$ cat src/rtl/vga_mix_pkg.sv
// ---------------------------------------------------------------------------
// vga_mix_pkg
// Shared types and constants for the VGA layer mixer:
//   DEFAULT_RGB_W      default pixel width (3 equal channels)
//   MAX_LAYERS         largest supported layer count
//   rgb_t              pixel type at the default width
//   DEFAULT_KEY_COLOR  default transparent colour key
//   timing_t           bundled VGA timing signals carried through the pipe
//   TIMING_W           packed width of timing_t
// ---------------------------------------------------------------------------
package vga_mix_pkg;

  localparam int DEFAULT_RGB_W = 12;
  localparam int MAX_LAYERS    = 8;

  typedef logic [DEFAULT_RGB_W-1:0] rgb_t;

  localparam rgb_t DEFAULT_KEY_COLOR = 12'hF0F;

  typedef struct packed {
    logic [10:0] hcount;
    logic [10:0] vcount;
    logic        hsync;
    logic        vsync;
    logic        hblnk;
    logic        vblnk;
  } timing_t;

  localparam int TIMING_W = $bits(timing_t);

endpackage

$ cat src/rtl/vga_mix_delay.sv
// ---------------------------------------------------------------------------
// vga_mix_delay
// Fixed-depth delay line for the VGA timing bundle, keeping the timing
// outputs aligned with the pixel pipeline.
// Ports:
//   clk         pixel clock
//   rst         asynchronous active-low reset (clears every stage)
//   timing_in   packed timing_t from the timing generator
//   timing_out  the same bundle delayed by DEPTH cycles
// ---------------------------------------------------------------------------
module vga_mix_delay
  import vga_mix_pkg::*;
#(
  parameter int DEPTH = 2
) (
  input  logic                clk,
  input  logic                rst,
  input  logic [TIMING_W-1:0] timing_in,
  output logic [TIMING_W-1:0] timing_out
);

  timing_t pipe_q [DEPTH];
  timing_t pipe_d [DEPTH];

  always_comb begin
    pipe_d[0] = timing_t'(timing_in);
    for (int i = 1; i < DEPTH; i++) begin
      pipe_d[i] = pipe_q[i-1];
    end
  end

  always_ff @(posedge clk or negedge rst) begin
    if (!rst) begin
      for (int i = 0; i < DEPTH; i++) begin
        pipe_q[i] <= '0;
      end
    end else begin
      for (int i = 0; i < DEPTH; i++) begin
        pipe_q[i] <= pipe_d[i];
      end
    end
  end

  assign timing_out = pipe_q[DEPTH-1];

endmodule

$ cat src/rtl/vga_layer_mixer.sv
// ---------------------------------------------------------------------------
// vga_layer_mixer
// N-layer priority pixel compositor with colour-key transparency,
// frame-synchronous layer enables, per-frame overlap report and frame count.
// Two-stage pipeline: stage 1 registers the inputs, stage 2 selects and
// registers the result; timing passes through a matching 2-deep delay.
// Optional feature macro: VGA_MIX_BLEND_EN -- layers flagged in BLEND_MASK
// are averaged per channel with the composite beneath them. Without the
// macro all layers are opaque and BLEND_MASK is ignored.
// Ports:
//   clk, rst                 pixel clock, asynchronous active-low reset
//   hcount_in..vblnk_in      timing inputs
//   bg_rgb                   background pixel
//   layer_rgb, layer_valid   per-layer pixel and coverage (layer i at i*RGB_W)
//   layer_en_req             enable mask applied at the next frame start
//   hcount_out..vblnk_out    timing delayed by 2 cycles
//   rgb_out                  composited pixel
//   layer_en                 active enable mask
//   overlap_frame            layers that overlapped in the previous frame
//   frame_cnt                completed-frame counter (wraps)
// ---------------------------------------------------------------------------
module vga_layer_mixer
  import vga_mix_pkg::*;
#(
  parameter int                   NUM_LAYERS = 4,
  parameter int                   RGB_W      = 12,
  parameter logic [RGB_W-1:0]     KEY_COLOR  = DEFAULT_KEY_COLOR,
  parameter logic [NUM_LAYERS-1:0] RESET_MASK = '1,
  parameter logic [NUM_LAYERS-1:0] BLEND_MASK = '0
) (
  input  logic                        clk,
  input  logic                        rst,
  input  logic [10:0]                 hcount_in,
  input  logic [10:0]                 vcount_in,
  input  logic                        hsync_in,
  input  logic                        vsync_in,
  input  logic                        hblnk_in,
  input  logic                        vblnk_in,
  input  logic [RGB_W-1:0]            bg_rgb,
  input  logic [NUM_LAYERS*RGB_W-1:0] layer_rgb,
  input  logic [NUM_LAYERS-1:0]       layer_valid,
  input  logic [NUM_LAYERS-1:0]       layer_en_req,
  output logic [10:0]                 hcount_out,
  output logic [10:0]                 vcount_out,
  output logic                        hsync_out,
  output logic                        vsync_out,
  output logic                        hblnk_out,
  output logic                        vblnk_out,
  output logic [RGB_W-1:0]            rgb_out,
  output logic [NUM_LAYERS-1:0]       layer_en,
  output logic [NUM_LAYERS-1:0]       overlap_frame,
  output logic [15:0]                 frame_cnt
);

`ifdef VGA_MIX_BLEND_EN
  localparam int CH_W = RGB_W / 3;
`else
  logic unused_blend_mask;
  assign unused_blend_mask = ^BLEND_MASK;
`endif

  timing_t timing_in_s;
  timing_t timing_out_s;

  // Stage-1 registers
  logic [RGB_W-1:0]            bg_s1_q, bg_s1_d;
  logic [NUM_LAYERS*RGB_W-1:0] layer_rgb_s1_q, layer_rgb_s1_d;
  logic [NUM_LAYERS-1:0]       layer_valid_s1_q, layer_valid_s1_d;
  logic [NUM_LAYERS-1:0]       layer_en_req_s1_q, layer_en_req_s1_d;
  logic                        blank_s1_q, blank_s1_d;
  logic                        vsync_s1_q, vsync_s1_d;
  logic                        vsync_s2_q, vsync_s2_d;

  // Stage-2 / frame state
  logic [RGB_W-1:0]      rgb_out_q, rgb_out_d;
  logic [NUM_LAYERS-1:0] layer_en_q, layer_en_d;
  logic [NUM_LAYERS-1:0] overlap_frame_q, overlap_frame_d;
  logic [NUM_LAYERS-1:0] overlap_acc_q, overlap_acc_d;
  logic [15:0]           frame_cnt_q, frame_cnt_d;

  logic [NUM_LAYERS-1:0] visible;
  logic [NUM_LAYERS-1:0] overlap_set;
  logic [RGB_W-1:0]      composite;
  logic                  frame_start;

  always_comb begin
    timing_in_s.hcount = hcount_in;
    timing_in_s.vcount = vcount_in;
    timing_in_s.hsync  = hsync_in;
    timing_in_s.vsync  = vsync_in;
    timing_in_s.hblnk  = hblnk_in;
    timing_in_s.vblnk  = vblnk_in;
  end

  vga_mix_delay #(
    .DEPTH (2)
  ) u_timing_delay (
    .clk        (clk),
    .rst        (rst),
    .timing_in  (timing_in_s),
    .timing_out (timing_out_s)
  );

  always_comb begin
    bg_s1_d           = bg_rgb;
    layer_rgb_s1_d    = layer_rgb;
    layer_valid_s1_d  = layer_valid;
    layer_en_req_s1_d = layer_en_req;
    blank_s1_d        = hblnk_in | vblnk_in;
    vsync_s1_d        = vsync_in;
    vsync_s2_d        = vsync_s1_q;
  end

  always_comb begin
    visible = '0;
    for (int i = 0; i < NUM_LAYERS; i++) begin
      visible[i] = layer_valid_s1_q[i] & layer_en_q[i] &
                   (layer_rgb_s1_q[i*RGB_W +: RGB_W] != KEY_COLOR);
    end
  end

  // Walk from lowest to highest priority so the last visible layer wins;
  // a blended layer averages with whatever has been composited below it.
  always_comb begin
    composite = bg_s1_q;
    for (int i = 0; i < NUM_LAYERS; i++) begin
      if (visible[i]) begin
`ifdef VGA_MIX_BLEND_EN
        if (BLEND_MASK[i]) begin
          for (int c = 0; c < 3; c++) begin
            composite[c*CH_W +: CH_W] = CH_W'(({1'b0, layer_rgb_s1_q[i*RGB_W + c*CH_W +: CH_W]} +
                                               {1'b0, composite[c*CH_W +: CH_W]}) >> 1);
          end
        end else begin
          composite = layer_rgb_s1_q[i*RGB_W +: RGB_W];
        end
`else
        composite = layer_rgb_s1_q[i*RGB_W +: RGB_W];
`endif
      end
    end
  end

  // Rising edge of the registered vsync marks the frame boundary. Overlap is
  // only counted in active video when two or more layers are visible
  // (x & (x-1) is non-zero exactly when at least two bits are set).
  always_comb begin
    frame_start     = vsync_s1_q & ~vsync_s2_q;
    overlap_set     = '0;
    if (!blank_s1_q && ((visible & (visible - 1'b1)) != '0)) begin
      overlap_set = visible;
    end
    rgb_out_d       = blank_s1_q ? '0 : composite;
    layer_en_d      = layer_en_q;
    overlap_frame_d = overlap_frame_q;
    overlap_acc_d   = overlap_acc_q | overlap_set;
    frame_cnt_d     = frame_cnt_q;
    if (frame_start) begin
      layer_en_d      = layer_en_req_s1_q;
      overlap_frame_d = overlap_acc_q;
      overlap_acc_d   = overlap_set;
      frame_cnt_d     = frame_cnt_q + 16'd1;
    end
  end

  always_ff @(posedge clk or negedge rst) begin
    if (!rst) begin
      bg_s1_q           <= '0;
      layer_rgb_s1_q    <= '0;
      layer_valid_s1_q  <= '0;
      layer_en_req_s1_q <= '0;
      blank_s1_q        <= 1'b0;
      vsync_s1_q        <= 1'b0;
      vsync_s2_q        <= 1'b0;
      rgb_out_q         <= '0;
      layer_en_q        <= RESET_MASK;
      overlap_frame_q   <= '0;
      overlap_acc_q     <= '0;
      frame_cnt_q       <= '0;
    end else begin
      bg_s1_q           <= bg_s1_d;
      layer_rgb_s1_q    <= layer_rgb_s1_d;
      layer_valid_s1_q  <= layer_valid_s1_d;
      layer_en_req_s1_q <= layer_en_req_s1_d;
      blank_s1_q        <= blank_s1_d;
      vsync_s1_q        <= vsync_s1_d;
      vsync_s2_q        <= vsync_s2_d;
      rgb_out_q         <= rgb_out_d;
      layer_en_q        <= layer_en_d;
      overlap_frame_q   <= overlap_frame_d;
      overlap_acc_q     <= overlap_acc_d;
      frame_cnt_q       <= frame_cnt_d;
    end
  end

  assign hcount_out    = timing_out_s.hcount;
  assign vcount_out    = timing_out_s.vcount;
  assign hsync_out     = timing_out_s.hsync;
  assign vsync_out     = timing_out_s.vsync;
  assign hblnk_out     = timing_out_s.hblnk;
  assign vblnk_out     = timing_out_s.vblnk;
  assign rgb_out       = rgb_out_q;
  assign layer_en      = layer_en_q;
  assign overlap_frame = overlap_frame_q;
  assign frame_cnt     = frame_cnt_q;

endmodule
$ cat config.mk
export PLATFORM = sky130hd
export DESIGN_NAME = vga_layer_mixer
export DESIGN_NICKNAME = d
export VERILOG_FILES = /design/src/rtl/vga_mix_pkg.sv /design/src/rtl/vga_mix_delay.sv /design/src/rtl/vga_layer_mixer.sv
export SDC_FILE = /design/constraint.sdc
export NUM_CORES = 1
export LEC_CHECK = 0
export ABC_AREA = 1
export BUFFER_PORTS_ARGS = -buffer_cell sky130_fd_sc_hd__buf_2
export CAP_MARGIN = 25
export CELL_PAD_IN_SITES_DETAIL_PLACEMENT = 0
export CELL_PAD_IN_SITES_GLOBAL_PLACEMENT = 1
export CORE_AREA = 2 2 151 153
export DETAILED_ROUTE_END_ITERATION = 10
export DIE_AREA = 0 0 153 155
export MAX_ROUTING_LAYER = met4
export PLACE_DENSITY = 0.59
export SETUP_SLACK_MARGIN = 0.1
export SLEW_MARGIN = 20
export SYNTH_ARGS = -nofsm -noshare
export SYNTH_HDL_FRONTEND = slang
export SYNTH_SLANG_ARGS = --single-unit
$ cat constraint.sdc
create_clock -name clk -period 1.8 [get_ports clk]
set_input_delay 0.27 -clock clk [delete_from_list [all_inputs] [get_ports clk]]
set_output_delay 0.27 -clock clk [all_outputs]
set_load 0.1 [all_outputs]
## After elaboration in Yosys (flattened, before gate mapping)

Cells that the tools add are included.

| operators by class | value |
|---|---|
| equal/unequal tests | 4 |
| add/subtract/negate cells | 2 |
| bitwise operators | 13 |
| reduce and logical (&&, ||, !) cells | 3 |
| mux-type cells | 7 |

Operators by type and width:

| operator | count |
|---|---|
| 12-bit two-way mux | 5 |
| 12-bit != test, second input constant | 4 |
| 16-bit by 1-bit adder with 16-bit output, second input constant | 1 |
| 1-bit AND | 9 |
| 4-bit two-way mux | 2 |
| 4-bit AND | 1 |
| 4-bit bitwise OR | 1 |
| 4-bit nonzero test | 1 |
| 4-bit by 1-bit subtractor with 4-bit output, second input constant | 1 |
| 1-bit logical AND | 1 |
| 1-bit logical NOT | 1 |
| 1-bit inverter | 1 |
| 1-bit bitwise OR | 1 |

| storage, ports and cells | value |
|---|---|
| input port bits | 96 |
| register bits | 161 |
| output and inout port bits | 62 |
| logic and storage cells | 51 |

## Depth between registers and ports, before layout

Gate-level depths: netlist (run 1).

| logic depth | value |
|---|---|
| depth in word-level cells | 9 |
| depth in mapped cells | 10 |
| gate-level depth less buffers | 10 |

## Cells and area by module

From an unflattened synthesis (run 1), not the netlist that was laid out.

| unflattened totals | value |
|---|---|
| cells, all modules | 473 |
| area total of the unflattened synthesis | 5497.8 um2 |

Modules (own cells, without submodules):

| module | area an instance (um2) | seq. area each (um2) | cells an instance | times used |
|---|---|---|---|---|
| vga_layer_mixer | 4196.5 | 2782.7 | 421 | 1 |
| vga_mix_delay | 1301.2 | 1301.2 | 52 | 1 |

## Least setup slack after synthesis (run 1)

OpenSTA, ideal clock, no wires.

| timing path | value |
|---|---|
| kind | reg-to-reg |
| from | register frame_cnt_q[0], in the netlist frame_cnt[0] |
| to | register frame_cnt_q[10], in the netlist frame_cnt[10] |
| clock period less this slack | 2.147 ns |
| data arrival time | 1.989 ns |
| path slack | -0.347 ns |
| path buffers | 0 |
| cell stages (with the launch flop) | 8 |
| path through | dfrtp_1 > ha_1 > nand2_2 > nor3_4 > nand3_2 > nor2_2 > nand2_1 > xnor2_1 |

| between the ends | value |
|---|---|
| longest elaborated chain between the ends | 1 |

Ends and longest elaborated chain:

| what | RTL line | text |
|---|---|---|
| start, declared | vga_layer_mixer.sv:79 | `logic [15:0] frame_cnt_q, frame_cnt_d;` |
| start signal, assigned | vga_layer_mixer.sv:192 | `frame_cnt_q <= frame_cnt_d;` |
| 16-bit by 1-bit adder with 16-bit output | vga_layer_mixer.sv:162 | `frame_cnt_d = frame_cnt_q + 16'd1;` |

Every way passes these cells.
A chain may end at the register's enable or synchronous reset.

## Final worst setup path (run 1)

| timing path | value |
|---|---|
| from | register layer_en_q[3], in the netlist layer_en[3] |
| to | output layer_en[3] |

RTL lines:

| what | RTL line | text |
|---|---|---|
| start, declared | vga_layer_mixer.sv:76 | `logic [NUM_LAYERS-1:0] layer_en_q, layer_en_d;` |
| start signal, assigned | vga_layer_mixer.sv:189 | `layer_en_q <= layer_en_d;` |
| end, declared | vga_layer_mixer.sv:50 | `output logic [NUM_LAYERS-1:0] layer_en,` |

No word-level cell between the ends.

==> impl_metrics.tcl, run 1 <==
set metrics [dict create \
    synth.cell_area_um2 5455 \
    timing.fmax_ghz 0.6051 \
    maximum_capacitance_violations 0 \
    final_wirelength_um 14100 \
    tritoncts_num_sinks 161 \
    largest_cells_by_area_after_synthesis "dfrtp_1 (72%), nand2_1 (7.9%), inv_1 (4.1%), nand3_1 (2.9%), o21ai_0 (2.9%)" \
    grt_busiest_layer "met2" \
    diodes 0 \
    timing_max_transition_violations_final 0 \
    final_net_count 839 \
    crit_path_cell_chain "buf_2" \
    initial_core_util_pct 24.54 \
    fin_hold_viols 0 \
    critical_path.endpoint_type "output pin" \
    power-per-cell-area_nw_per_um2 1131 \
    vias_in_the_first_global_route 4537 \
    dieHeight_um 155 \
    gr-usage-met3_pct 3.036 \
    final.setup_skew_ns 0.01044 \
    htree_num_levels 4 \
    run_status "completed" \
    power_leakage_nw 4.138 \
    first_pass_grt_wire_length_um 23430 \
    globalRoute.totalOverflow 0 \
    synth_seq_cells 161 \
    post_synth.cell_area_avg_um2 11.58 \
    crit_arrival_ns 1.38 \
    cpMaxStageDelayCell "dfstp_2" \
    pin_count 158 \
    cts-root-to-sink-buffers 2 \
    root_buffer "clkbuf_16" \
    final_critical_path_setup_slack_ns 0.1475 \
    place.port_buffers 157 \
    pin_count_of_the_biggest_net_entering_global_routing 61 \
    max-slew-margin-rel_pct 65.98 \
    number_of_warnings_issued_by_yosys 0 \
    filler_cell_count 2212 \
    worst_pin_slew_ns 0.5138 \
    grt_setup_unrepaired "true" \
    layout_cell_share_with_drive_strength_beyond_1_pct 30.86 \
    worst_ir_drop_vdd_uv 699.4 \
    gr-usage-met1_pct 16.54 \
    critPathRequiredTime_ns 1.53 \
    synthesized_net_count 568 \
    drt.antenna.violating_nets 0 \
    timing.hold.ws_ns 0.2525 \
    finalCritPeriodShare_pct 91.81 \
    chipWidth_um 153 \
    preCtsSetupSlack_ns 0.07856 \
    dr.first_iter.drc_count 153 \
    layout_common_cells "buf_2 (153), dfrtp_1 (145), nand2_1 (113)" \
    yosys.cell_types.count 24 \
    drc 0 \
    setup.worst_path.class "reg -> out" \
    groute.layer.met2.usage_pct 20.46 \
    fp-row-count 55 \
    hpwl_um 10160 \
    part_of_the_yosys_area_used_for_sequential_elements_pct 73.94 \
    detail_route.vias_per_cell 3.927 \
    core_area_um2 22230 \
    hp-class "in -> async" \
    critical_path.startpoint_type "flop" \
    design.die.area_um2 23720 \
    synth_top_area_share_pct 72.02 \
    final_common_cell "buf_2" \
    cpLargestDelayFamily "flip-flops" \
    numCtsBuffers 17 \
    tritoncts "yes" \
    synth_cells 471 \
    timing.critical_path.slowest_cell_delay_ns 0.54 \
    setup-tns-final_ns 0 \
    vias 4084 \
    clkSlewWorstSetupHoldPaths_ns 0.06 \
    cts_post_setup_buffers_inserted 0 \
    detail_route.wl_per_cell_um 13.56 \
    worstPathMaxFanout 3 \
    setup_violations 0 \
    clock_latency_ns 0.42 \
    global_route_total_usage_across_every_layer_pct 13.05 \
    cp_num_buf_inv 1 \
    area_growth_syn_to_layout_pct 51.19 \
    initial_antenna_violation_count 0 \
    routabilityCongestion 0.8252 \
    drtPass1Iterations 4 \
    timing.final.crit_period_ns 1.653 \
    synth.largest_area_cell "dfrtp_1" \
]
==> final timing paths <==
kind                                           start                       endpoint  slack [ns]  depth (start not counted)
min reg2reg                u_timing_delay.pipe_d[18]  u_timing_delay.timing_out[18]        0.35                          0
min                                              rst             layer_rgb_s1_q[11]        0.25                          2
max                                      layer_en[3]                    layer_en[3]        0.15                          1
min in group clk           u_timing_delay.pipe_d[18]  u_timing_delay.timing_out[18]        0.35                          0
max in group asynchronous                        rst                    layer_en[3]        0.86                          3
max reg2reg                             frame_cnt[0]                  frame_cnt[10]        0.26                          7
==> cells by family after synthesis <==
group / Yosys count / share of synthesized area [%]
AO/OA/AOI/OAI: 44 / 4.037
XOR/XNOR: 14 / 2.248
adder cells (fa/ha/maj): 1 / 0.2293
buffers and inverters: 71 / 5.114
flip-flops: 161 / 73.94
AND/OR/NAND/NOR: 180 / 14.43
==> stage by stage <==
step,area [um2],total power [mW],utilization (%),cells
2_1_floorplan,5489,5.287,-,471
3_3_place_gp,6704,5.738,30.16,913
3_5_place_dp,6704,5.762,30.16,913
4_1_cts,8232,9.458,37.03,1040
5_1_grt,8248,9.749,37.11,1040
6_report,8248,9.325,37.11,1040
==> state kept, by name (all words and copies together), names as in the netlist <==
signal and flops:
layer_rgb_s1_q 48, u_timing_delay.pipe_d 26, u_timing_delay.timing_out 26, frame_cnt 16, bg_s1_q 12, rgb_out 12
layer_en 4, layer_en_req_s1_q 4, layer_valid_s1_q 4, overlap_acc_q 4, overlap_frame 4, blank_s1_q 1
==> area by class of cell <==
| class | instances | area (um2) | area share, % |
|---|---|---|---|
| Clock inverter | 14 | 130.1 | 1.578 |
| Timing Repair Buffer | 263 | 1874 | 22.72 |
| Multi-Input combinational cell | 239 | 1155 | 14.00 |
| Clock buffer | 18 | 439.2 | 5.325 |
| Inverter | 60 | 225.2 | 2.731 |
| Tap cell | 285 | 356.6 | 4.323 |
| Sequential cell | 161 | 4068 | 49.32 |
==> layer usage <==
layer / up-vias / wire length (um)
met5: - / 0
li1: 1989 / -
met1: 1963 / 6626
met2: 117 / 6682
met3: 15 / 544
met4: 0 / 250
==> report_power, final <==
part	leakage [nW]	total, mW	switching, mW	internal (mW)
registers	1.92	4.05	0.148	3.90
logic	1.95	1.80	1.34	0.459
clock network	0.271	3.48	1.52	1.96
==> cell usage after synthesis <==
library cell / count
nor3_4: 1
clkbuf_1: 4
nand2_2: 3
inv_1: 59
nand4_1: 2
ha_1: 1
nand3_1: 32
or2_2: 1
xor2_1: 9
buf_2: 4
buf_1: 1
nor2_1: 17
o21ai_0: 32
nor2_4: 3
nand3_2: 2
a21oi_1: 12
nand2_1: 115
buf_4: 2
nor2_2: 3
inv_2: 1
dfstp_2: 4
nor3_1: 1
dfrtp_1: 157
xnor2_1: 5
==> repair_timing <==
action	4_1_cts	5_1_grt
endpoints found under the hold margin	212	0
hold buffers	95	0
setup endpoints to repair	6	16
resized for setup	3	5
pin swaps	0	1
(Power assumes the default switching activity.)
==> inputs of run 2 (changes only) <==
--- a/config.mk
+++ b/config.mk
@@ -10,11 +10,13 @@
 export CAP_MARGIN = 25
 export CELL_PAD_IN_SITES_DETAIL_PLACEMENT = 0
 export CELL_PAD_IN_SITES_GLOBAL_PLACEMENT = 1
-export CORE_AREA = 2 2 151 153
+export CORE_AREA = 2 2 122 124
+export CTS_CLUSTER_DIAMETER = 120
 export DETAILED_ROUTE_END_ITERATION = 10
-export DIE_AREA = 0 0 153 155
+export DIE_AREA = 0 0 124 126
 export MAX_ROUTING_LAYER = met4
-export PLACE_DENSITY = 0.59
+export PLACE_DENSITY = 0.81
+export REMOVE_ABC_BUFFERS = 1
 export SETUP_SLACK_MARGIN = 0.1
 export SLEW_MARGIN = 20
 export SYNTH_ARGS = -nofsm -noshare
==> impl_metrics.tcl, run 2 (synthesis results as in run 1) <==
set metrics [dict create \
    run_status "completed" \
    crit_path_cell_chain "buf_2" \
    place.port_buffers 157 \
    worst_ir_drop_vdd_uv 810.7 \
    htree_num_levels 4 \
    worstPathMaxFanout 3 \
    report.power.total_mw 9.426 \
    dr.first_iter.drc_count 286 \
    design.die.area_um2 15620 \
    intPower_mw 6.443 \
    final.setup_skew_ns 0.008901 \
    p_sw_mw 2.983 \
    global_route_total_usage_across_every_layer_pct 18.35 \
    timing.final.crit_period_ns 1.645 \
    drc 0 \
    root_buffer "clkbuf_16" \
    cpLargestDelayFamily "flip-flops" \
    switching_share_pct 31.64 \
    clock_power_share_pct 38.6 \
    critical_path.endpoint_type "output pin" \
    final_net_count 839 \
    routabilityCongestion 0.8206 \
    fin_hold_viols 0 \
    power.share.sequential_pct 42.5 \
    final_common_cell "dfrtp_1" \
    rrSetupSlack_ns 0.27 \
    worst_pin_slew_ns 0.5156 \
    tritoncts_num_sinks 161 \
    hp-class "in -> async" \
    critPathRequiredTime_ns 1.53 \
    detail_route.vias_per_cell 4.344 \
    globalRoute.totalOverflow 0 \
    power_leakage_nw 4.170 \
    grt_setup_unrepaired "true" \
    tritoncts "yes" \
    clock_latency_ns 0.42 \
    crit_arrival_ns 1.38 \
    registers.top_by_ff_count "layer_rgb_s1_q" \
    largest_register_ffs 48 \
    initial_core_util_pct 38.11 \
    cpMaxStageDelayCell "dfstp_2" \
    preCtsSetupSlack_ns 0.2289 \
    timing_max_transition_violations_final 0 \
    finalCritPeriodShare_pct 91.40 \
    final_wirelength_um 12820 \
    numCtsBuffers 17 \
    fp-row-count 44 \
    clkSlewWorstSetupHoldPaths_ns 0.07 \
    critical_path.startpoint_type "flop" \
    final_critical_path_setup_slack_ns 0.1547 \
    diodes 0 \
    share_of_power_burned_in_combinational_logic_pct 18.9 \
    vias 4079 \
    layout_cell_share_with_drive_strength_beyond_1_pct 29.14 \
    max-slew-margin-rel_pct 65.86 \
    cp_num_buf_inv 1 \
    detail_route.wl_per_cell_um 13.65 \
    core_area_um2 14310 \
    cts_post_setup_buffers_inserted 0 \
    setup_violations 0 \
    pin_count_of_the_biggest_net_entering_global_routing 62 \
    cts-root-to-sink-buffers 2 \
    pin_count 158 \
    power-per-cell-area_nw_per_um2 1162 \
    timing.critical_path.slowest_cell_delay_ns 0.54 \
    filler_cell_count 1214 \
    first_pass_grt_wire_length_um 20890 \
    initial_antenna_violation_count 0 \
    vias_in_the_first_global_route 4349 \
    hpwl_um 9004 \
    drtPass1Iterations 4 \
    timing.fmax_ghz 0.6078 \
    setup.worst_path.class "reg -> out" \
    dieHeight_um 126 \
    layout_common_cells "dfrtp_1 (157), buf_2 (154), nand2_1 (114)" \
    chipWidth_um 124 \
    maximum_capacitance_violations 0 \
    drt.antenna.violating_nets 0 \
    area_growth_syn_to_layout_pct 48.69 \
]
-- run 2: cell types whose count changed in the layout (fill, tap and decap cells not counted), moves of 2 or more --
| cell | change |
|---|---|
| clkinv_2 | -2 |
| dfrtp_1 | +12 |
| dfrtp_2 | -6 |
| dfrtp_4 | -6 |
| inv_8 | +3 |
-- run 2: cell type report --
class | instances | area [um2] | share of cell area [%]
Multi-Input combinational cell | 239 | 1147 | 14.14
Sequential cell | 161 | 4034 | 49.73
Tap cell | 184 | 230.2 | 2.838
Clock inverter | 14 | 167.7 | 2.067
Clock buffer | 18 | 439.2 | 5.414
Inverter | 60 | 225.2 | 2.776
Timing Repair Buffer | 263 | 1868 | 23.03
-- run 2: metal layers --
metal  GRT usage (%)  vias to the layer above  share of wire [%]
met1           22.57                     1948                 43
met2           28.80                      122                 49
li1                -                     1992                  -
met5               -                        -                  0
met4           6.411                        0                1.5
met3           5.571                       17                6.2
-- run 2: metrics by stage --
step / util, % / instance area [um2] / setup TNS [ns] / std cells / hold slack, ns
global route: 56.67 / 8112 / 0 / 939 / 0.2942
global placement: 45.72 / 6544 / 0 / 812 / 0.1566
detailed placement: 45.72 / 6544 / 0 / 812 / 0.1642
CTS: 56.60 / 8102 / 0 / 939 / 0.2884
finish: 56.67 / 8112 / 0 / 939 / 0.2833
floorplan: - / 5401 / -3.026 / 460 / -0.02559
-- run 2: repair_timing --
item / CTS / global route
setup endpoints to repair: 0 / 7
gates resized for setup: 0 / 4
hold endpoints to repair: 120 / 0
hold buffers: 95 / 0
-- run 2: final timing paths --
kind,startpoint,depth (start not counted),endpoint
max in group asynchronous,rst,3,layer_en[1]
worst max-delay path,layer_en[3],1,layer_en[3]
worst min register to register,u_timing_delay.pipe_d[0],0,u_timing_delay.timing_out[0]
worst max register to register,layer_rgb_s1_q[5],10,rgb_out[4]
worst min-delay path,rst,2,u_timing_delay.pipe_d[13]
min in group clk,u_timing_delay.pipe_d[0],0,u_timing_delay.timing_out[0]
-- run 2: power by group through the flow --
stage / registers (mW) / clock network (mW) / logic [mW]
CTS: 4.00 / 3.72 / 1.79
finish: 4.00 / 3.64 / 1.78
detailed placement: 4.07 / 0 / 1.63
floorplan: 4.93 / 0 / 0.296
global placement: 4.06 / 0 / 1.61
global route: 4.03 / 3.91 / 1.90
